File: config.mk
export PLATFORM = sky130hd
export DESIGN_NAME = fp_addsub_seq
export DESIGN_NICKNAME = d
export VERILOG_FILES = /design/src/rtl/fp_addsub_seq_pkg.sv /design/src/rtl/fp_addsub_seq_addsub.sv /design/src/rtl/fp_addsub_seq.sv
export SDC_FILE = /design/constraint.sdc
export NUM_CORES = 1
export LEC_CHECK = 0
export CAP_MARGIN = 5
export CORE_AREA = 4 4 145 147
export CTS_CLUSTER_SIZE = 20
export DETAILED_ROUTE_END_ITERATION = 8
export DIE_AREA = 0 0 149 151
export HOLD_SLACK_MARGIN = 0.03
export PLACE_DENSITY = 0.77
export SETUP_SLACK_MARGIN = 0.02
export SLEW_MARGIN = 30
export SYNTH_ARGS = -nofsm -noshare
export SYNTH_HDL_FRONTEND = slang
export SYNTH_SLANG_ARGS = --single-unit
File: constraint.sdc
create_clock -name clk -period 6.26 [get_ports clk]
set_input_delay 1.565 -clock clk [delete_from_list [all_inputs] [get_ports clk]]
set_output_delay 1.565 -clock clk [all_outputs]
set_load 0.02 [all_outputs]
File: src/rtl/fp_addsub_seq_pkg.sv
// Shared types and constants for the sequential single-precision add/subtract.
package fp_addsub_pkg;

   localparam int unsigned EXP_W  = 8;
   localparam int unsigned FRAC_W = 23;
   localparam int unsigned MANT_W = 24;

   localparam logic [EXP_W-1:0]  EXP_MAX  = 8'hFF;
   localparam logic [31:0]       POS_ZERO = 32'h0000_0000;
   localparam logic [FRAC_W-1:0] INF_FRAC = 23'h00_0000;

   typedef enum logic [2:0] {
      ST_IDLE,
      ST_EXP,
      ST_ALIGN,
      ST_MANT,
      ST_MANT_FIX,
      ST_NORM,
      ST_DONE
   } state_e;

   typedef struct packed {
      logic              sign;
      logic [EXP_W-1:0]  exp;
      logic [FRAC_W-1:0] frac;
   } fp32_t;

endpackage

File: src/rtl/fp_addsub_seq_addsub.sv
// Shared 24-bit adder/subtractor; in subtract mode cout_c_o is the A>=B flag.
module adder_subtractor_24bit (
   input  logic [23:0] a_i,
   input  logic [23:0] b_i,
   input  logic        ctl_i,
   output logic [23:0] sum_c_o,
   output logic        cout_c_o
);

   logic [24:0] full_c;
   logic [23:0] b_eff_c;

   always_comb begin
      b_eff_c = ctl_i ? ~b_i : b_i;
      full_c  = 25'(a_i) + 25'(b_eff_c) + 25'(ctl_i);
   end

   assign sum_c_o  = full_c[23:0];
   assign cout_c_o = full_c[24];

endmodule

File: src/rtl/fp_addsub_seq.sv
// Multi-cycle IEEE-754 single-precision add/subtract built around one shared
// 24-bit adder/subtractor; truncating, subnormals flushed to zero.
module fp_addsub_seq
   import fp_addsub_pkg::*;
#(
   parameter logic [31:0] QNAN       = 32'h7FC0_0000,
   parameter int unsigned FTZ_INPUTS = 1
) (
   input  logic        clk,
   input  logic        rst,
   input  logic        start,
   input  logic        op,
   input  logic [31:0] a,
   input  logic [31:0] b,
   output logic        busy,
   output logic        done,
   output logic [31:0] result
);

   state_e state_q, state_d;

   logic              sx_q, sx_d, sy_q, sy_d;
   logic [EXP_W-1:0]  ex_q, ex_d, ey_q, ey_d;
   logic [MANT_W-1:0] mx_q, mx_d, my_q, my_d;
   logic              sub_q, sub_d;
   logic [EXP_W-1:0]  diff_q, diff_d;
   logic              sign_q, sign_d;
   logic [EXP_W-1:0]  exp_q, exp_d;
   logic [MANT_W-1:0] mant_q, mant_d;
   logic              carry_q, carry_d;
   logic              early_q, early_d;
   logic              busy_q, busy_d;
   logic              done_q, done_d;
   logic [31:0]       result_q, result_d;

   logic [MANT_W-1:0] u_a, u_b, u_sum;
   logic              u_ctl, u_cout;

   logic [EXP_W-1:0]  ea_c, eb_c;
   logic              za_c, zb_c, nan_c;
   fp32_t             pack_c;

   adder_subtractor_24bit u_addsub (
      .a_i      (u_a),
      .b_i      (u_b),
      .ctl_i    (u_ctl),
      .sum_c_o  (u_sum),
      .cout_c_o (u_cout)
   );

   // Next-state, datapath and shared-unit steering
   always_comb begin
      state_d  = state_q;
      sx_d     = sx_q;
      sy_d     = sy_q;
      ex_d     = ex_q;
      ey_d     = ey_q;
      mx_d     = mx_q;
      my_d     = my_q;
      sub_d    = sub_q;
      diff_d   = diff_q;
      sign_d   = sign_q;
      exp_d    = exp_q;
      mant_d   = mant_q;
      carry_d  = carry_q;
      early_d  = early_q;
      done_d   = 1'b0;
      result_d = result_q;
      u_a      = '0;
      u_b      = '0;
      u_ctl    = 1'b0;

      ea_c  = a[30:23];
      eb_c  = b[30:23];
      za_c  = (FTZ_INPUTS != 0) && (ea_c == '0);
      zb_c  = (FTZ_INPUTS != 0) && (eb_c == '0);
      nan_c = (ea_c == EXP_MAX) || (eb_c == EXP_MAX);

      pack_c.sign = sign_q;
      pack_c.exp  = exp_q;
      pack_c.frac = mant_q[FRAC_W-1:0];

      unique case (state_q)
         ST_IDLE: begin
            if (start) begin
               sx_d    = a[31];
               ex_d    = ea_c;
               mx_d    = za_c ? '0 : {1'b1, a[22:0]};
               sy_d    = b[31] ^ op;
               ey_d    = eb_c;
               my_d    = zb_c ? '0 : {1'b1, b[22:0]};
               carry_d = 1'b0;
               early_d = nan_c || (za_c && zb_c);
               // Early exits preload the final fields and fall through EXP to DONE
               sign_d  = nan_c ? QNAN[31]    : 1'b0;
               exp_d   = nan_c ? QNAN[30:23] : '0;
               mant_d  = nan_c ? {1'b1, QNAN[22:0]} : '0;
               state_d = ST_EXP;
            end
         end

         ST_EXP: begin
            if (early_q) begin
               state_d = ST_DONE;
            end else begin
               u_a   = {16'b0, ex_q};
               u_b   = {16'b0, ey_q};
               u_ctl = 1'b1;
               sub_d = sx_q ^ sy_q;
               if (!u_cout) begin
                  sx_d   = sy_q;
                  ex_d   = ey_q;
                  mx_d   = my_q;
                  sy_d   = sx_q;
                  ey_d   = ex_q;
                  my_d   = mx_q;
                  diff_d = 8'(~u_sum[7:0] + 8'd1);
               end else begin
                  diff_d = u_sum[7:0];
               end
               state_d = ST_ALIGN;
            end
         end

         ST_ALIGN: begin
            my_d    = (diff_q >= 8'(MANT_W)) ? '0 : (my_q >> diff_q);
            state_d = ST_MANT;
         end

         ST_MANT: begin
            u_a     = mx_q;
            u_b     = my_q;
            u_ctl   = sub_q;
            mant_d  = u_sum;
            carry_d = u_cout & ~sub_q;
            sign_d  = sx_q;
            exp_d   = ex_q;
            state_d = (sub_q && !u_cout) ? ST_MANT_FIX : ST_NORM;
         end

         ST_MANT_FIX: begin
            u_a     = my_q;
            u_b     = mx_q;
            u_ctl   = 1'b1;
            mant_d  = u_sum;
            sign_d  = ~sx_q;
            state_d = ST_NORM;
         end

         ST_NORM: begin
            if (carry_q) begin
               u_a     = {16'b0, exp_q};
               u_b     = 24'd1;
               exp_d   = u_sum[7:0];
               mant_d  = (u_sum[7:0] == EXP_MAX) ? {1'b1, INF_FRAC}
                                                 : {1'b1, mant_q[MANT_W-1:1]};
               carry_d = 1'b0;
               state_d = ST_DONE;
            end else if (mant_q == '0) begin
               sign_d  = 1'b0;
               exp_d   = '0;
               state_d = ST_DONE;
            end else if (mant_q[MANT_W-1]) begin
               state_d = ST_DONE;
            end else begin
               u_a   = {16'b0, exp_q};
               u_b   = 24'd1;
               u_ctl = 1'b1;
               if (exp_q == 8'd1) begin
                  sign_d  = 1'b0;
                  exp_d   = '0;
                  mant_d  = '0;
                  state_d = ST_DONE;
               end else begin
                  exp_d  = u_sum[7:0];
                  mant_d = {mant_q[MANT_W-2:0], 1'b0};
               end
            end
         end

         ST_DONE: begin
            result_d = pack_c;
            done_d   = 1'b1;
            state_d  = ST_IDLE;
         end

         default: state_d = ST_IDLE;
      endcase

      busy_d = (state_d != ST_IDLE);
   end

   always_ff @(posedge clk) begin
      if (rst) begin
         state_q  <= ST_IDLE;
         sx_q     <= 1'b0;
         sy_q     <= 1'b0;
         ex_q     <= '0;
         ey_q     <= '0;
         mx_q     <= '0;
         my_q     <= '0;
         sub_q    <= 1'b0;
         diff_q   <= '0;
         sign_q   <= 1'b0;
         exp_q    <= '0;
         mant_q   <= '0;
         carry_q  <= 1'b0;
         early_q  <= 1'b0;
         busy_q   <= 1'b0;
         done_q   <= 1'b0;
         result_q <= POS_ZERO;
      end else begin
         state_q  <= state_d;
         sx_q     <= sx_d;
         sy_q     <= sy_d;
         ex_q     <= ex_d;
         ey_q     <= ey_d;
         mx_q     <= mx_d;
         my_q     <= my_d;
         sub_q    <= sub_d;
         diff_q   <= diff_d;
         sign_q   <= sign_d;
         exp_q    <= exp_d;
         mant_q   <= mant_d;
         carry_q  <= carry_d;
         early_q  <= early_d;
         busy_q   <= busy_d;
         done_q   <= done_d;
         result_q <= result_d;
      end
   end

   assign busy   = busy_q;
   assign done   = done_q;
   assign result = result_q;

endmodule

# --- Word-level counts from Yosys, hierarchy flattened ---
# Index checks and enable logic that the tools add are counted.
op_classes:
  muxes: 75
  shifts: 1
  n_reduce_logical: 25
  n_eq_ne: 19
  magnitude_cmp: 1
  bitwise_logic: 8
  add_sub_neg: 3
ops:
  columns: ["op", "count"]
  rows:
  - ["$mux 24", 16]
  - ["$pmux 24 s4", 2]
  - ["$mux 8", 18]
  - ["$pmux 24 s3", 2]
  - ["$pmux 24 s2", 1]
  - ["$pmux 8 s2", 2]
  - ["$add 24x24->25", 1]
  - ["$add 25x1->25", 1]
  - ["$eq 8x8->1 const B", 3]
  - ["$logic_not 24->1", 1]
  - ["$not 24->24", 1]
  - ["$pmux 8 s3", 1]
  - ["$shr 24x8->24", 1]
  - ["$mux 23", 1]
  - ["$mux 1", 20]
  - ["$mux 3", 6]
  - ["$pmux 3 s6", 1]
  - ["$logic_not 8->1", 2]
  - ["$ne 3x3->1 const B", 4]
  - ["$reduce_and 4->1", 3]
  - ["$reduce_bool 3->1", 4]
  - ["$eq 3x3->1 const B", 3]
  - ["$add 8x1->8 const B", 1]
  - ["$eq 8x1->1 const B", 1]
  - ["22 further kinds", 36]
word_totals:
  reg_bits: 147
  output_inout_bits: 34
  elab_cells: 150
  in_bits: 68

# --- Depth between registers and ports, before layout ---
logic_depth:
  depth_word: 13
  depth_mapped: 22
  depth_no_buf: 17

# --- Cells and area by module ---
# Synthesis repeated with hierarchy kept, for this count alone.
unflattened:
  hier_cells: 1280
  area_unflattened_um2: 10282.4
by_module_without_submodules:
  columns: ["module", "cells_per_inst", "area_per_inst_um2", "n_inst", "seq_area_each_um2"]
  rows:
  - ["fp_addsub_seq", 1073, 8785.9, 1, 2942.8]
  - ["adder_subtractor_24bit", 207, 1496.4, 1, 0.0]

# --- Worst setup path after synthesis ---
# Ideal clock, no wire load.
synth_path:
  path_kind: "register -> register"
  from: "register mant_q[18]"
  to: "register my_q[4]"
  path_stages_with_launch: 21
  arrival_ps: 4380
  n_path_buf: 4
  setup_ps: 134
  setup_slack_ps: 1746
  period_less_slack_ps: 4514
  required_ps: 6126
  cell_sequence: "dfxtp_1 nor4_1 nand4_1 nand3b_4 a31o_2 or2_4 buf_6 a211oi_2 o21ai_0 a222oi_1 ha_1 buf_2 and3_1 a221oi_4 o31ai_2 o2111ai_2 a31oi_2 o21ai_2 buf_2 buf_2 a211oi_1"
synth_via:
  elab_chain_cells: 10
  elab_cells_between_ends: 16
  cone_classes: "add/sub: 2; eq/ne: 1; mux: 10; bitwise: 1; reduce/logical: 2"
synth_rtl:
  columns: ["element", "line_no", "rtl"]
  rows:
  - ["start, declared", "fp_addsub_seq.sv:29", "logic [MANT_W-1:0] mant_q, mant_d;"]
  - ["start signal, assigned", "fp_addsub_seq.sv:224", "mant_q <= mant_d;"]
  - ["$logic_not 24->1 (*)", "fp_addsub_seq.sv:159", "end else if (mant_q == '0) begin"]
  - ["$mux 1", "fp_addsub_seq.sv:159", null]
  - ["$mux 1", "fp_addsub_seq.sv:151", "if (carry_q) begin"]
  - ["$pmux 24 s4", "fp_addsub_seq.sv:83", "unique case (state_q)"]
  - ["$not 24->24", "fp_addsub_seq_addsub.sv:14", "b_eff_c = ctl_i ? ~b_i : b_i;"]
  - ["$mux 24", "fp_addsub_seq_addsub.sv:14", null]
  - ["$add 24x24->25", "fp_addsub_seq_addsub.sv:15", "full_c = 25'(a_i) + 25'(b_eff_c) + 25'(ctl_i);"]
  - ["$add 25x1->25 (*)", "fp_addsub_seq_addsub.sv:15", null]
  - ["$ne 2x2->1 (no source line) (*)", null, null]
  - ["$reduce_and 4->1 (no source line) (*)", null, null]
  - ["end signal, assigned", "fp_addsub_seq.sv:219", "my_q <= my_d;"]
  - ["end, declared", "fp_addsub_seq.sv:24", "logic [MANT_W-1:0] mx_q, mx_d, my_q, my_d;"]
# Every way passes the cells marked *; elsewhere a longest branch is shown, timed or not.
# A chain may end at the register's enable or synchronous reset.

# --- Final worst setup path ---
layout_path:
  from: "register mant_q[13]"
  to: "register ex_q[4]"
layout_via:
  elab_chain_cells: 10
  elab_cells_between_ends: 16
  cone_classes: "add/sub: 2; eq/ne: 1; mux: 10; bitwise: 1; reduce/logical: 2"
layout_rtl:
  columns: ["element", "line_no", "rtl"]
  rows:
  - ["$logic_not 24->1 (*)", "fp_addsub_seq.sv:159", null]
  - ["$mux 1", "fp_addsub_seq.sv:159", null]
  - ["$mux 1", "fp_addsub_seq.sv:151", null]
  - ["$pmux 24 s4", "fp_addsub_seq.sv:83", null]
  - ["$not 24->24", "fp_addsub_seq_addsub.sv:14", null]
  - ["$mux 24", "fp_addsub_seq_addsub.sv:14", null]
  - ["$add 24x24->25", "fp_addsub_seq_addsub.sv:15", null]
  - ["$add 25x1->25 (*)", "fp_addsub_seq_addsub.sv:15", null]
  - ["$ne 2x2->1 (no source line) (*)", null, null]
  - ["$reduce_and 4->1 (no source line) (*)", null, null]
  - ["end signal, assigned", "fp_addsub_seq.sv:198", "ex_q <= '0;"]
  - ["end signal, assigned", "fp_addsub_seq.sv:216", "ex_q <= ex_d;"]
  - ["end, declared", "fp_addsub_seq.sv:23", "logic [EXP_W-1:0] ex_q, ex_d, ey_q, ey_d;"]
# Marks and branches as above.

==> flow_summary.toml <==
[critical_path]
r2r_slack_ns = 0.60
r2r-end = "ex_q[4]$_SDFFE_PP0P_"
cp.arrival_ns = 6.01
critPathLaunchType = "register"
crit_type = "reg2reg"
cp.required_ns = 6.61
crit_path_end_kind = "register"
r2r_cells = 18
rr_startpoint = "mant_q[13]$_SDFFE_PP0P_"
worstPathMaxFanout = 38

[cts]
cts_buffer_depth = 2
cts_hold_buf = 0
clk_pin_slew_worst_paths_ns = 0.07
cts_tree = "done"
cts-buffers-inserted = 17
h-tree-depth = 4
clock-sinks = 147
cts_setup_buffers = 0
cts-root-buf = "clkbuf_16"
cts_resized = 0
clk_latency_ns = 0.45

[pwr]
p_switching_uw = 3340
ir_drop_mv = 0.286
power_frac_comb_pct = 57.5
seqPwrFrac_pct = 27.0
swShare_pct = 51.4
p_clk_share_pct = 15.5
leakagePower_uw = 0.00429
power_density_nw_per_um2 = 520
power.internal_uw = 3160

[synthesis]
synth_area_per_cell_um2 = 7.80
synthCells = 1399
async_flop_share_pct = 0
ys.flop_type = "dfxtp_1"
ys.warnings.count = 0
synth_top_cell_by_area = "dfxtp_1"
synth_top_area_share_pct = 27.0
synth_seq_cells = 147
synthDistinctLibCells = 88
synth_nets = 1493
syn-cell-area_um2 = 10900
yosys-top-cells-area = "dfxtp_1, nand2_1, nor2_1"
synth_edf_count = 0
synth_seq_area_share_pct = 27.0

[timing]
rsz0062_at_grt = "no"
setup-tns-final_ns = 0
setup_viol = 0
slew_violations = 0
fmax_ghz = 0.177
finalCritPeriodShare_pct = 90.4
worst_slack_ns = 0.603
fin_skew_ns = 0.0128
finalHoldViolations = 0
relSlewSlack_pct = 37.4
min_period_ns = 5.66
worstMarginPinSlew_ns = 0.939

[placement]
routabilityCongestion = 0.972
port-buffer-count = 101
placed_area_um2 = 11900
dp_hpwl_mm = 26.1
place_ws_ns = 0.686

[run]
cap_viol_max_count = 0

[die]
die_x_um = 149
die_h_um = 151
ios = 102
fp-row-count = 52
die-area_um2 = 22500
core-area_um2 = 19900
initial_core_util_pct = 54.8

[cells_and_area]
nFillCells = 1816
antennaDiodeCount = 0
drive_above_1_share_pct = 11.8
fin_util_pct = 62.8
syn2layout_area_growth_pct = 14.7
nNetsFinal = 1510
stdcell_area_um2 = 12500

[detailed_routing]
vias = 11600
drc = 0
drt_iter0_drc = 1563
ant_nets = 0
wl_per_cell_um = 21.3
drtPass1Iterations = 7
vias_per_cell = 6.82
routed_wl_mm = 36.3

[min_path]
hp-start = "sign_q$_SDFFE_PP0P_"
min_path_type = "reg2reg"
hold_depth = 2
hold_end = "result[31]$_SDFFE_PP0P_"

[outcome]
outcome = "finished, final reports clean"

[global_routing]
grt_pass1_wl_mm = 57.5
antenna_found_initial = 0
overflow = 0
grt_max_degree = 73
grt_usage_pct = 31.8
grt_pass1_vias = 10700
sequential cells by signal, summed over array words and instances (netlist names), 8 cells and up:
name	cells
diff_q	8
mx_q	24
my_q	24
ex_q	8
result	32
ey_q	8
exp_q	8
mant_q	24
critical path, stage by stage (launching register included):
cell and delay, ns:
dfxtp_1 0.35, nor4_1 0.54, nand4_1 0.27, nand3b_4 0.26, a31o_2 0.29, or2_4 0.31, a211oi_1 0.24, o21ai_0 0.10
a222oi_1 0.35, ha_1 0.38, a21o_4 0.27, a221oi_4 0.42, o31ai_2 0.16, o2111ai_2 0.26, a31o_4 0.23, a21o_4 0.47
buf_4 0.31, nor2_1 0.08, a311oi_2 0.25
Yosys cell counts (21+ instances only):
cell and number:
o21ai_0 70, a21oi_1 99, nand3_1 47, xnor2_1 21, nor3_1 30, ha_1 25, nor2_1 159, nand2_1 207
a211oi_1 61, dfxtp_1 147, a311oi_2 38, clkbuf_1 97, a222oi_1 34
placed cells by master, fill, tap and decap left out, types with 18 or more instances in the layout:
cell	Yosys	routed
nand2_1	207	207
nor2_1	159	157
dfxtp_1	147	147
clkdlybuf4s50_1	0	100
a21oi_1	99	99
o21ai_0	70	70
a211oi_1	61	60
nand3_1	47	47
a311oi_2	38	38
a222oi_1	34	34
buf_4	5	29
nor3_1	30	27
ha_1	25	25
xnor2_1	21	21
a22oi_1	20	20
a221oi_1	20	20
inv_1	19	19
a31oi_1	18	18
logic make-up (layout without fill, tap and decap cells):
family          count (synthesis)  after routing  synth area share [%]
fa+ha+maj                      26             26                  3.05
compound gates                488            488                  34.8
buf+inv                       152            182                  6.23
mux                            34             34                  5.07
simple gates                  529            529                  22.1
flops                         147            147                  27.0
xor+xnor                       23             23                  1.85
stage by stage:
step	std cells	hold slack (ns)	total power, µW
detailed placement	1667	0.447	5380
finish	1699	0.450	6510
floorplan	1399	0.428	4400
global route	1699	0.474	6910
CTS	1699	0.456	6410
global placement	1667	0.441	5320
layout make-up:
class                           instances  area (µm²)  area share, %
Multi-Input combinational cell       1100        7340           58.7
Tap cell                              270         338           2.70
Inverter                               20        75.1          0.600
Clock buffer                           18         439           3.51
Sequential cell                       147        2940           23.5
Clock inverter                         14         136           1.09
Timing Repair Buffer                  130        1240           9.90
per-layer routing:
metal / vias to the layer above / share of wire (%) / GRT usage [%]
met5: - / 0 / 0
met4: 0 / 3.3 / 11.9
met3: 113 / 9.7 / 5.86
met2: 697 / 46 / 50.7
met1: 5421 / 41 / 43.1
li1: 5354 / - / -
power groups by stage:
stage                     logic (µW)  clock network [µW]  registers [µW]
after floorplan                 2960                   0            1440
after global placement          3580                   0            1730
after detailed placement        3640                   0            1740
after CTS                       3670                1010            1720
after global routing            4080                1050            1780
final                           3740                1010            1760
worst max path at each step:
stage / slack, ns / depth (start not counted) / from / to
floorplan: 1.75 / 20 / mant_q[18]$_SDFFE_PP0P_ / my_q[4]$_SDFFE_PP0P_
global placement: 0.79 / 18 / mant_q[13]$_SDFFE_PP0P_ / ex_q[5]$_SDFFE_PP0P_
detailed placement: 0.69 / 18 / mant_q[13]$_SDFFE_PP0P_ / ex_q[4]$_SDFFE_PP0P_
CTS: 0.66 / 18 / mant_q[13]$_SDFFE_PP0P_ / ex_q[4]$_SDFFE_PP0P_
global route: 0.33 / 18 / mant_q[13]$_SDFFE_PP0P_ / ex_q[0]$_SDFFE_PP0P_
finish: 0.60 / 18 / mant_q[13]$_SDFFE_PP0P_ / ex_q[4]$_SDFFE_PP0P_
(Power assumes the default switching activity.)
